==> src/rtl/packetizer_sequencer.sv <==
// Run controller for the GReX packetizer: soft reset, PPS-aligned start, packet
// counting, clean stop on a packet boundary, plus a tx framing checker.
module packetizer_sequencer #(
  parameter int PKT_WORDS     = 1025,
  parameter int RST_CYCLES    = 16,
  parameter int DRAIN_TIMEOUT = 4096
) (
  input  logic        clk,
  input  logic        rst,
  input  logic        arm,
  input  logic        disarm,
  input  logic        pps,
  input  logic [31:0] n_packets,
  output logic        dp_rst,
  output logic        dp_ce,
  output logic        dp_sync,
  input  logic        tx_valid,
  input  logic        tx_eod,
  output logic [2:0]  state_o,
  output logic [31:0] pkt_count,
  output logic        len_err,
  output logic        drain_timeout
);

  localparam logic [2:0] S_IDLE  = 3'd0;
  localparam logic [2:0] S_SRST  = 3'd1;
  localparam logic [2:0] S_ARMED = 3'd2;
  localparam logic [2:0] S_RUN   = 3'd3;
  localparam logic [2:0] S_DRAIN = 3'd4;
  localparam logic [2:0] S_STOP  = 3'd5;

  localparam int RCW = (RST_CYCLES > 1) ? $clog2(RST_CYCLES) : 1;
  localparam int DCW = (DRAIN_TIMEOUT > 1) ? $clog2(DRAIN_TIMEOUT) : 1;
  localparam int WCW = $clog2(PKT_WORDS + 1) + 1;

  logic [2:0]     state;
  logic [2:0]     state_nxt;
  logic           pps_d;
  logic           pps_rise_q;
  logic [RCW-1:0] rst_cnt;
  logic [DCW-1:0] drain_cnt;
  logic [WCW-1:0] word_cnt;
  logic [WCW:0]   pkt_len;
  logic           inflight;
  logic [31:0]    pkt_inc;
  logic           active;
  logic           rst_last;
  logic           drain_last;
  logic           timeout_hit;

  assign state_o    = state;
  assign active     = (state == S_RUN) || (state == S_DRAIN);
  assign pkt_inc    = (pkt_count == 32'hFFFF_FFFF) ? pkt_count : pkt_count + 32'd1;
  assign rst_last   = (rst_cnt == RCW'(RST_CYCLES - 1));
  assign drain_last = (drain_cnt == DCW'(DRAIN_TIMEOUT - 1));
  assign pkt_len    = {1'b0, word_cnt} + (WCW + 1)'(tx_valid);
  // An eod always wins over the timeout in the same cycle.
  assign timeout_hit = (state == S_DRAIN) && inflight && !tx_eod && drain_last;

  always_comb begin
    state_nxt = state;
    case (state)
      S_IDLE:  if (arm) state_nxt = S_SRST;
      S_SRST:  if (rst_last) state_nxt = S_ARMED;
      S_ARMED: if (pps_rise_q) state_nxt = S_RUN;
      S_RUN: begin
        if (tx_eod && (n_packets != 32'd0) && (pkt_inc == n_packets))
          state_nxt = S_STOP;
        else if (disarm)
          state_nxt = S_DRAIN;
      end
      S_DRAIN: begin
        if (!inflight || tx_eod || drain_last)
          state_nxt = S_STOP;
      end
      S_STOP:  state_nxt = S_IDLE;
      default: state_nxt = S_IDLE;
    endcase
  end

  // Outputs are registered from the next state so they line up with state_o.
  always_ff @(posedge clk) begin
    if (rst) begin
      state         <= S_IDLE;
      pps_d         <= 1'b0;
      pps_rise_q    <= 1'b0;
      rst_cnt       <= '0;
      drain_cnt     <= '0;
      word_cnt      <= '0;
      inflight      <= 1'b0;
      pkt_count     <= 32'd0;
      len_err       <= 1'b0;
      drain_timeout <= 1'b0;
      dp_rst        <= 1'b1;
      dp_ce         <= 1'b0;
      dp_sync       <= 1'b0;
    end else begin
      state      <= state_nxt;
      pps_d      <= pps;
      // Edges seen outside ARMED are dropped rather than queued.
      pps_rise_q <= pps & ~pps_d & (state == S_ARMED);
      dp_rst     <= (state_nxt == S_IDLE) || (state_nxt == S_SRST);
      dp_ce      <= (state_nxt == S_RUN) || (state_nxt == S_DRAIN);
      dp_sync    <= (state == S_ARMED) && (state_nxt == S_RUN);
      rst_cnt    <= (state == S_SRST) ? rst_cnt + RCW'(1) : '0;
      drain_cnt  <= (state == S_DRAIN) ? drain_cnt + DCW'(1) : '0;

      if (state == S_IDLE && arm) begin
        pkt_count     <= 32'd0;
        len_err       <= 1'b0;
        drain_timeout <= 1'b0;
      end else if (active && tx_eod) begin
        pkt_count <= pkt_inc;
      end

      if (timeout_hit)
        drain_timeout <= 1'b1;

      if (active) begin
        if (tx_eod) begin
          if (!tx_valid || (pkt_len != (WCW + 1)'(PKT_WORDS)))
            len_err <= 1'b1;
          word_cnt <= '0;
          inflight <= 1'b0;
        end else if (tx_valid) begin
          if (word_cnt != {WCW{1'b1}})
            word_cnt <= word_cnt + WCW'(1);
          inflight <= 1'b1;
        end else if (inflight) begin
          len_err <= 1'b1;
        end
      end else begin
        word_cnt <= '0;
        inflight <= 1'b0;
      end
    end
  end

endmodule
==> config.mk <==
export PLATFORM = sky130hd
export DESIGN_NAME = packetizer_sequencer
export DESIGN_NICKNAME = d
export VERILOG_FILES = /design/src/rtl/packetizer_sequencer.sv
export SDC_FILE = /design/constraint.sdc
export NUM_CORES = 1
export LEC_CHECK = 0
export CAP_MARGIN = 20
export CORE_MARGIN = 2
export CORE_UTILIZATION = 49
export CTS_CLUSTER_SIZE = 25
export DETAILED_ROUTE_END_ITERATION = 7
export DONT_BUFFER_PORTS = 1
export HOLD_SLACK_MARGIN = 0.15
export PLACE_DENSITY_LB_ADDON = 0.08
export SLEW_MARGIN = 5
export SYNTH_ARGS = -nofsm -noshare
export SYNTH_HDL_FRONTEND = slang
export SYNTH_SLANG_ARGS = --single-unit
==> constraint.sdc <==
create_clock -name clk -period 3.5 [get_ports clk]
set_clock_uncertainty 0.1 [all_clocks]
set_input_delay 0.175 -clock clk [delete_from_list [all_inputs] [get_ports clk]]
set_output_delay 0.175 -clock clk [all_outputs]
set_load 0.005 [all_outputs]
==> results.md, run 1 <==
* Most frequent cells after synthesis: 76 x nor2_1, 71 x dfxtp_1, 56 x nand2_1
* First-pass GRT wire length at approximately 22,000 um
* Signal arrival time at the worst endpoint at 3380 ps
* Fmax at around 0.31 GHz
* Post-Place Setup Slack at 316 ps
* Share of cells above drive strength 1 at about a tenth
* Status: completed
* Clock transition at path regs at ~80 ps
* Critical R2R Launch: pkt_count[28]$_SDFFE_PP0P_
* Standard-cell rows at 35
* DR vias/cell at 5.98
* Final Max Tran Viols at 0
* Cell area power density at between 200 and 300 mW/mm^2
* Leak at roughly 1.7 nW
* Worst Hold Path Cells at 2
* Worst setup path startpoint: pkt_count[28]$_SDFFE_PP0P_
* Post-synth ARST share at 0%
* Setup bufs post-CTS at 0
* Setup WS post-layout at around 270 ps
* Placed Area at approximately 0.0050 sq mm
* Drc violations at 0
* Root Driver: clkbuf_8
* Die area at between 0.01 and 0.015 sq mm
* CTS tree: done
* Footprint of the multi-input gates at 0.00307 sq mm
* Total negative slack at 0 ps
* Critical path type: register to register
* Final Hold Viols at 0
* WL/cell at about 18 um
* Cells after synthesis at 609
* Dpl hpwl at around 11,000 um
* Initial antenna violation count at 0
* Final setup fails at 0
* Core area at roughly 0.0092 sq mm
* Post-synthesis sequential area ratio at between 30 and 40%
* Initial Util at between 50% and 60%
* FF-to-FF End: dp_ce$_SDFF_PP0_
* Post-synth cell types at 54
* CP Launch Type: register
* Worst VDD drop at between 0.1 and 0.15 mV
* Post-Syn Area per Cell at roughly 7.7 sq um
* Req. time, crit path at roughly 3700 ps
* Fillers at 867
* Ys flop type: dfxtp_1
* Final WL at 13,900 um
* Register cell area after layout at approximately 0.0014 sq mm
* Mapped Nets at roughly 650
* Clk_lat worst skew at ~350 ps
* Htree depth at 3
* Port Buffer Count at 0
* Relative slew slack at 45.4%
* Final min period at about 3200 ps
* Worst Min Path Start: tx_eod
* Hold Path Class: input port to register
* Gr ovfl total at 0
* DR iter-0 viols at around 340
* Die Width at 102 um
* Mapped cell area at roughly 0.0047 sq mm
* Post-route cell area at roughly 0.0052 sq mm
* Post-synth EDFFs at 0
* Yosys warnings at 0
* Clk buf depth at 2
* Hold Crit Endpoint: word_cnt[11]$_SDFFE_PP0P_
* Seq cells post-synth at 71
* Max-cap violations at 0
* CTS Sinks at 71
* Total CTS buffers at 9
* Most numerous cell in the Yosys netlist: nor2_1
* Fin crit share at between 90% and 100%
* CP Max Fanout at 7
* Fin nets at around 670
* Synth top area cells: dfxtp_1 30%, xnor2_1 9.4%, nor2_1 6.1%
* Worst R2R Setup Slack at around 270 ps
* RSZ-0062 raised after global routing: no
* Largest net degree at the start of global routing at 35
* Worst-Margin Slew at between 800 and 900 ps
* Post-synth top area cell: dfxtp_1
* Via Count at between 4k and 5k
* Antenna diode count at 0
* Register-to-Register Path Depth at 9
* Crit end category: register
* Final estimated routing congestion in global placement at 0.982
* Die Y at 102 um
* Vias in the first global route at 4,298
* Top-area cell type share of the netlist area at 30.4%
* Area Growth Syn to Fin at 11.0%
* Io pins at between 70 and 80
* Total track usage at a little over a quarter
* Total Power at 0.00150 W
* Antenna Nets Post-Route at 0
* Initial DRT Pass Iterations at 6
[worst max-delay path: stages, from the launching register on]
cell,delay (ps)
dfxtp_1,500
nand4_4,240
nor4_2,360
nand3_1,330
a211oi_1,320
o32ai_1,150
or4_4,540
nor4_4,310
nand4b_1,110
and2_1,170
[per-stage QoR]
stage,cells,utilization (%),hold WS (ps)
final,760,56.2,199
after global routing,760,56.2,210
after CTS,760,56.1,189
after detailed placement,738,53.6,160
after global placement,738,53.6,159
after floorplan,609,-,191
[flip-flops by register name (all words and copies together), names as in the netlist, 3 cells and up]
register   flops
drain_cnt     12
pkt_count     32
rst_cnt        4
state_o        3
word_cnt      12
[worst max-delay path by stage]
stage                       endpoint  slack (ps)  cells after the start
CTS                 dp_ce$_SDFF_PP0_         310                      9
finish              dp_ce$_SDFF_PP0_         270                      9
detailed placement  dp_ce$_SDFF_PP0_         320                     10
global route        dp_ce$_SDFF_PP0_          60                      9
floorplan           dp_ce$_SDFF_PP0_         320                     10
global placement    dp_ce$_SDFF_PP0_         310                     10
[routing by layer]
metal / vias up / part of all wire, % / track usage (%)
met3: 19 / 7.7 / 4.90
met5: - / 0 / 0
met4: 0 / 1.5 / 7.07
li1: 2219 / - / -
met1: 2123 / 46 / 38.9
met2: 185 / 44 / 42.4
[cells by family after synthesis]
family	Yosys count	share of synthesized area, %
flops	71	30.4
fa+ha+maj	6	1.60
simple gates	306	35.1
mux	8	1.71
buf+inv	49	4.25
xor+xnor	82	15.4
compound gates	87	11.6
[layout by cell type, fill, tap and decap left out, types with 10 or more instances in the layout]
| cell type | n |
|---|---|
| nand2_1 | 56 |
| dfxtp_1 | 71 |
| nor4_1 | 18 |
| xnor2_1 | 50 |
| nand3_1 | 26 |
| nor3_1 | 23 |
| nand4_1 | 26 |
| or3_1 | 19 |
| nor2_1 | 76 |
| o21ai_0 | 22 |
| buf_4 | 34 |
| a21oi_1 | 26 |
| and3_1 | 13 |
| inv_1 | 15 |
| a31oi_1 | 10 |
| xor2_1 | 32 |
[timing repair]
action                                  in CTS  in global routing
hold endpoints to repair                    31                  0
hold buffers                                 6                  0
endpoints found under the setup margin       0                  1
resized for setup                            0                  1
[final cells by class]
type	instances	area share [%]
well taps	129	3.11
clock buffers	10	2.46
flip-flops and latches	71	27.4
repair buffers	40	6.07
clock inverters	6	0.867
multi-input cells	489	59.0
inverters	15	1.08
[power by group]
| part | switching [W] | internal [W] | leakage, nW | total, W |
|---|---|---|---|---|
| Sequential | 0.00000319 | 0.000809 | 0.572 | 0.000812 |
| Combinational | 0.0000452 | 0.0000352 | 1.07 | 0.0000804 |
| Clock | 0.000343 | 0.000261 | 0.0793 | 0.000605 |
Power figures use the tool's default switching activity.
==> run 2, diff against run 1 <==
==> constraint.sdc (replaced) <==
create_clock -name clk -period 2.88 [get_ports clk]
set_clock_uncertainty 0.1 [all_clocks]
set_input_delay 0.144 -clock clk [delete_from_list [all_inputs] [get_ports clk]]
set_output_delay 0.144 -clock clk [all_outputs]
set_load 0.005 [all_outputs]
==> run 2 against run 1 <==
Compared with the run above: sequential share of layout area shrank 2.7 points; sequential power grew 21%; first-iteration DRC count shrank 1.2%; critical path depth grew 3; global-route usage grew 1.2 points; die area is the same; non-clock buffer count grew 59; critical path type unchanged; critical endpoint is now state_o[0]$_SDFF_PP0_; largest power group unchanged.
==> results.md, run 2 (synthesized netlist as in run 1, its figures left out) <==
* Max-cap violations at 0 (unchanged)
* Worst path top cell family by delay: simple AND/OR/NAND/NOR gates
* Initial DRT Pass Iterations at 5 (-1)
* DP Cell Count at 788 (+6.8%)
* Area Growth Syn to Fin at 24.6%
* Worst VDD drop at 0.254 mV (+76%)
* Post-Place Setup Slack at -32.0 ps (-348 ps)
* Standard-cell rows at 35 (unchanged)
* Max reg flops at 32 (unchanged)
* Worst-Margin Slew at 847 ps (+28.0 ps)
* Drc violations at 0 (unchanged)
* Fin nets at 730 (+8.8%)
* Footprint of the multi-input gates at 0.00321 sq mm (+4.5%)
* Clk buf depth at 2 (unchanged)
* Worst path slowest cell: dfxtp_1
* Port Buffer Count at 0 (unchanged)
* Clock transition at path regs at 100 ps (+20 ps)
* Io pins at 79 (unchanged)
* Final Max Tran Viols at 0 (unchanged)
* Worst R2R Setup Slack at 20 ps (-240 ps)
* Status: completed
* Total negative slack at 0 ps (unchanged)
* Initial Util at 50.6% (unchanged)
* Post-route insts no fill at 819 (+7.8%)
* Die area at 0.0103 sq mm (unchanged)
* First-pass GRT wire length at 23,000 um (+4.3%)
* Clk_lat worst skew at 370 ps (+20 ps)
* Die Width at 102 um (unchanged)
* Total CTS buffers at 9 (unchanged)
* Total track usage at 28.4% (+1.2 points)
* Critical R2R Launch: pkt_count[11]$_SDFFE_PP0P_
* Register-to-Register Path Depth at 12 (+3)
* Largest net degree at the start of global routing at 35 (unchanged)
* Core area at 0.00924 sq mm (unchanged)
* CP cell instances: buf_4, nand4_1, nor4_1, buf_4, xor2_1, a31oi_2, xnor2_1, a2111o_1, nor4_4, buf_4, nand4_1, o21ai_1
* DR vias/cell at 5.84 (-2.4%)
* Initial antenna violation count at 0 (unchanged)
* Hold Path Class: input port to register
* Final setup fails at 0 (unchanged)
* Antenna Nets Post-Route at 0 (unchanged)
* Fmax at 0.350 GHz (+13%)
* Fin crit share at 99.2% (+6.8 points)
* FF-to-FF End: state_o[0]$_SDFF_PP0_
* RSZ-0062 raised after global routing: yes
* CP Max Fanout at 6 (-1)
* Cell area power density at 326 mW/mm^2 (+13%)
* Total Power at 0.00190 W (+27%)
* CP max stage delay at 420 ps (-120 ps)
* CTS Sinks at 71 (unchanged)
* Largest registers: pkt_count (32), drain_cnt (12), word_cnt (12)
* Critical path type: register to register
* Antenna diode count at 0 (unchanged)
* Worst path buffer plus inverter count at 3 (+3)
* Final Core Density at 63.1% (+6.9 points)
* Final WL at 14,700 um (+5.6%)
* Req. time, crit path at 3070 ps (-580 ps)
* Htree depth at 3 (unchanged)
* Relative slew slack at 43.5% (-1.9 points)
* DR iter-0 viols at 340 (-1.2%)
* Die Y at 102 um (unchanged)
* Register cell area after layout at 0.00144 sq mm (+1.2%)
* Worst Min Path Start: rst
* WL/cell at 18.0 um (-2.0%)
* CP Launch Type: register
* Most common cell on crit path: buf_4
* Final Hold Viols at 0 (unchanged)
* Final estimated routing congestion in global placement at 0.983 (+0.10%)
* Fillers at 841 (-3.0%)
* Largest Register: pkt_count
* Setup WS post-layout at 24.3 ps (-244 ps)
* CTS tree: done
* Share of cells above drive strength 1 at 21.7% (+12 points)
* Crit end category: register
* Gr ovfl total at 0 (unchanged)
* Leak at 2.07 nW (+20%)
* Root Driver: clkbuf_8
* Vias in the first global route at 4,548 (+5.8%)
* Most common cell after layout, fill and taps aside: buf_4
* Worst Hold Path Cells at 2 (unchanged)
* Via Count at 4,781 (+5.2%)
* Dpl hpwl at 11,300 um (+4.7%)
* Commonest non-fill, non-tap cells in the layout: 88 x buf_4, 74 x nor2_1, 63 x dfxtp_1
* Hold Crit Endpoint: inflight$_SDFFE_PP0P_
* Final min period at 2860 ps (-376 ps)
* Signal arrival time at the worst endpoint at 3050 ps (-330 ps)
## run 2: worst max-delay path by stage
stage | start | to | slack [ps] | cells after the start
6_report | pkt_count[11]$_SDFFE_PP0P_ | state_o[0]$_SDFF_PP0_ | 20 | 12
5_1_grt | pkt_count[14]$_SDFFE_PP0P_ | state_o[0]$_SDFF_PP0_ | -140 | 11
4_1_cts | pkt_count[6]$_SDFFE_PP0P_ | state_o[0]$_SDFF_PP0_ | 0.2 | 10
3_5_place_dp | pkt_count[1]$_SDFFE_PP0P_ | dp_ce$_SDFF_PP0_ | -30 | 12
3_3_place_gp | pkt_count[11]$_SDFFE_PP0P_ | dp_ce$_SDFF_PP0_ | -50 | 11
2_1_floorplan | pkt_count[2]$_SDFFE_PP0P_ | dp_ce$_SDFF_PP0_ | 30 | 12
## run 2: layout make-up
class	count	area share, %
clock buffers	9	2.12
multi-input cells	489	55.0
flip-flops and latches	71	24.7
repair buffers	99	13.3
well taps	129	2.77
inverters	15	0.966
clock inverters	7	1.18
## run 2: through the flow
stage / hold WS [ps] / instance area (sq um)
after floorplan: 160 / 4730
after global placement: 127 / 5360
after detailed placement: 126 / 5360
after CTS: 174 / 5640
after global routing: 244 / 5830
final: 159 / 5830
## run 2: per-layer routing
layer	vias to the layer above	routed length (um)	GRT usage, %
li1	2333	-	-
met1	2236	6600	39.5
met2	183	6510	43.8
met3	29	1280	6.21
met4	0	324	9.15
met5	-	0	0
## run 2: power by group
group | internal, W | switching, W | leakage [nW]
clock network | 0.000342 | 0.000472 | 0.101
logic | 0.0000450 | 0.0000585 | 1.39
registers | 0.000981 | 0.00000379 | 0.577
## run 2: timing repair
| action | 4_1_cts | 5_1_grt |
|---|---|---|
| gates cloned | 0 | 0 |
| pin swaps | 2 | 9 |
| gates resized for setup | 6 | 28 |
| endpoints found under the setup margin | 3 | 4 |
| hold buffers | 7 | 0 |
| endpoints found under the hold margin | 29 | 0 |
| setup buffers | 0 | 8 |
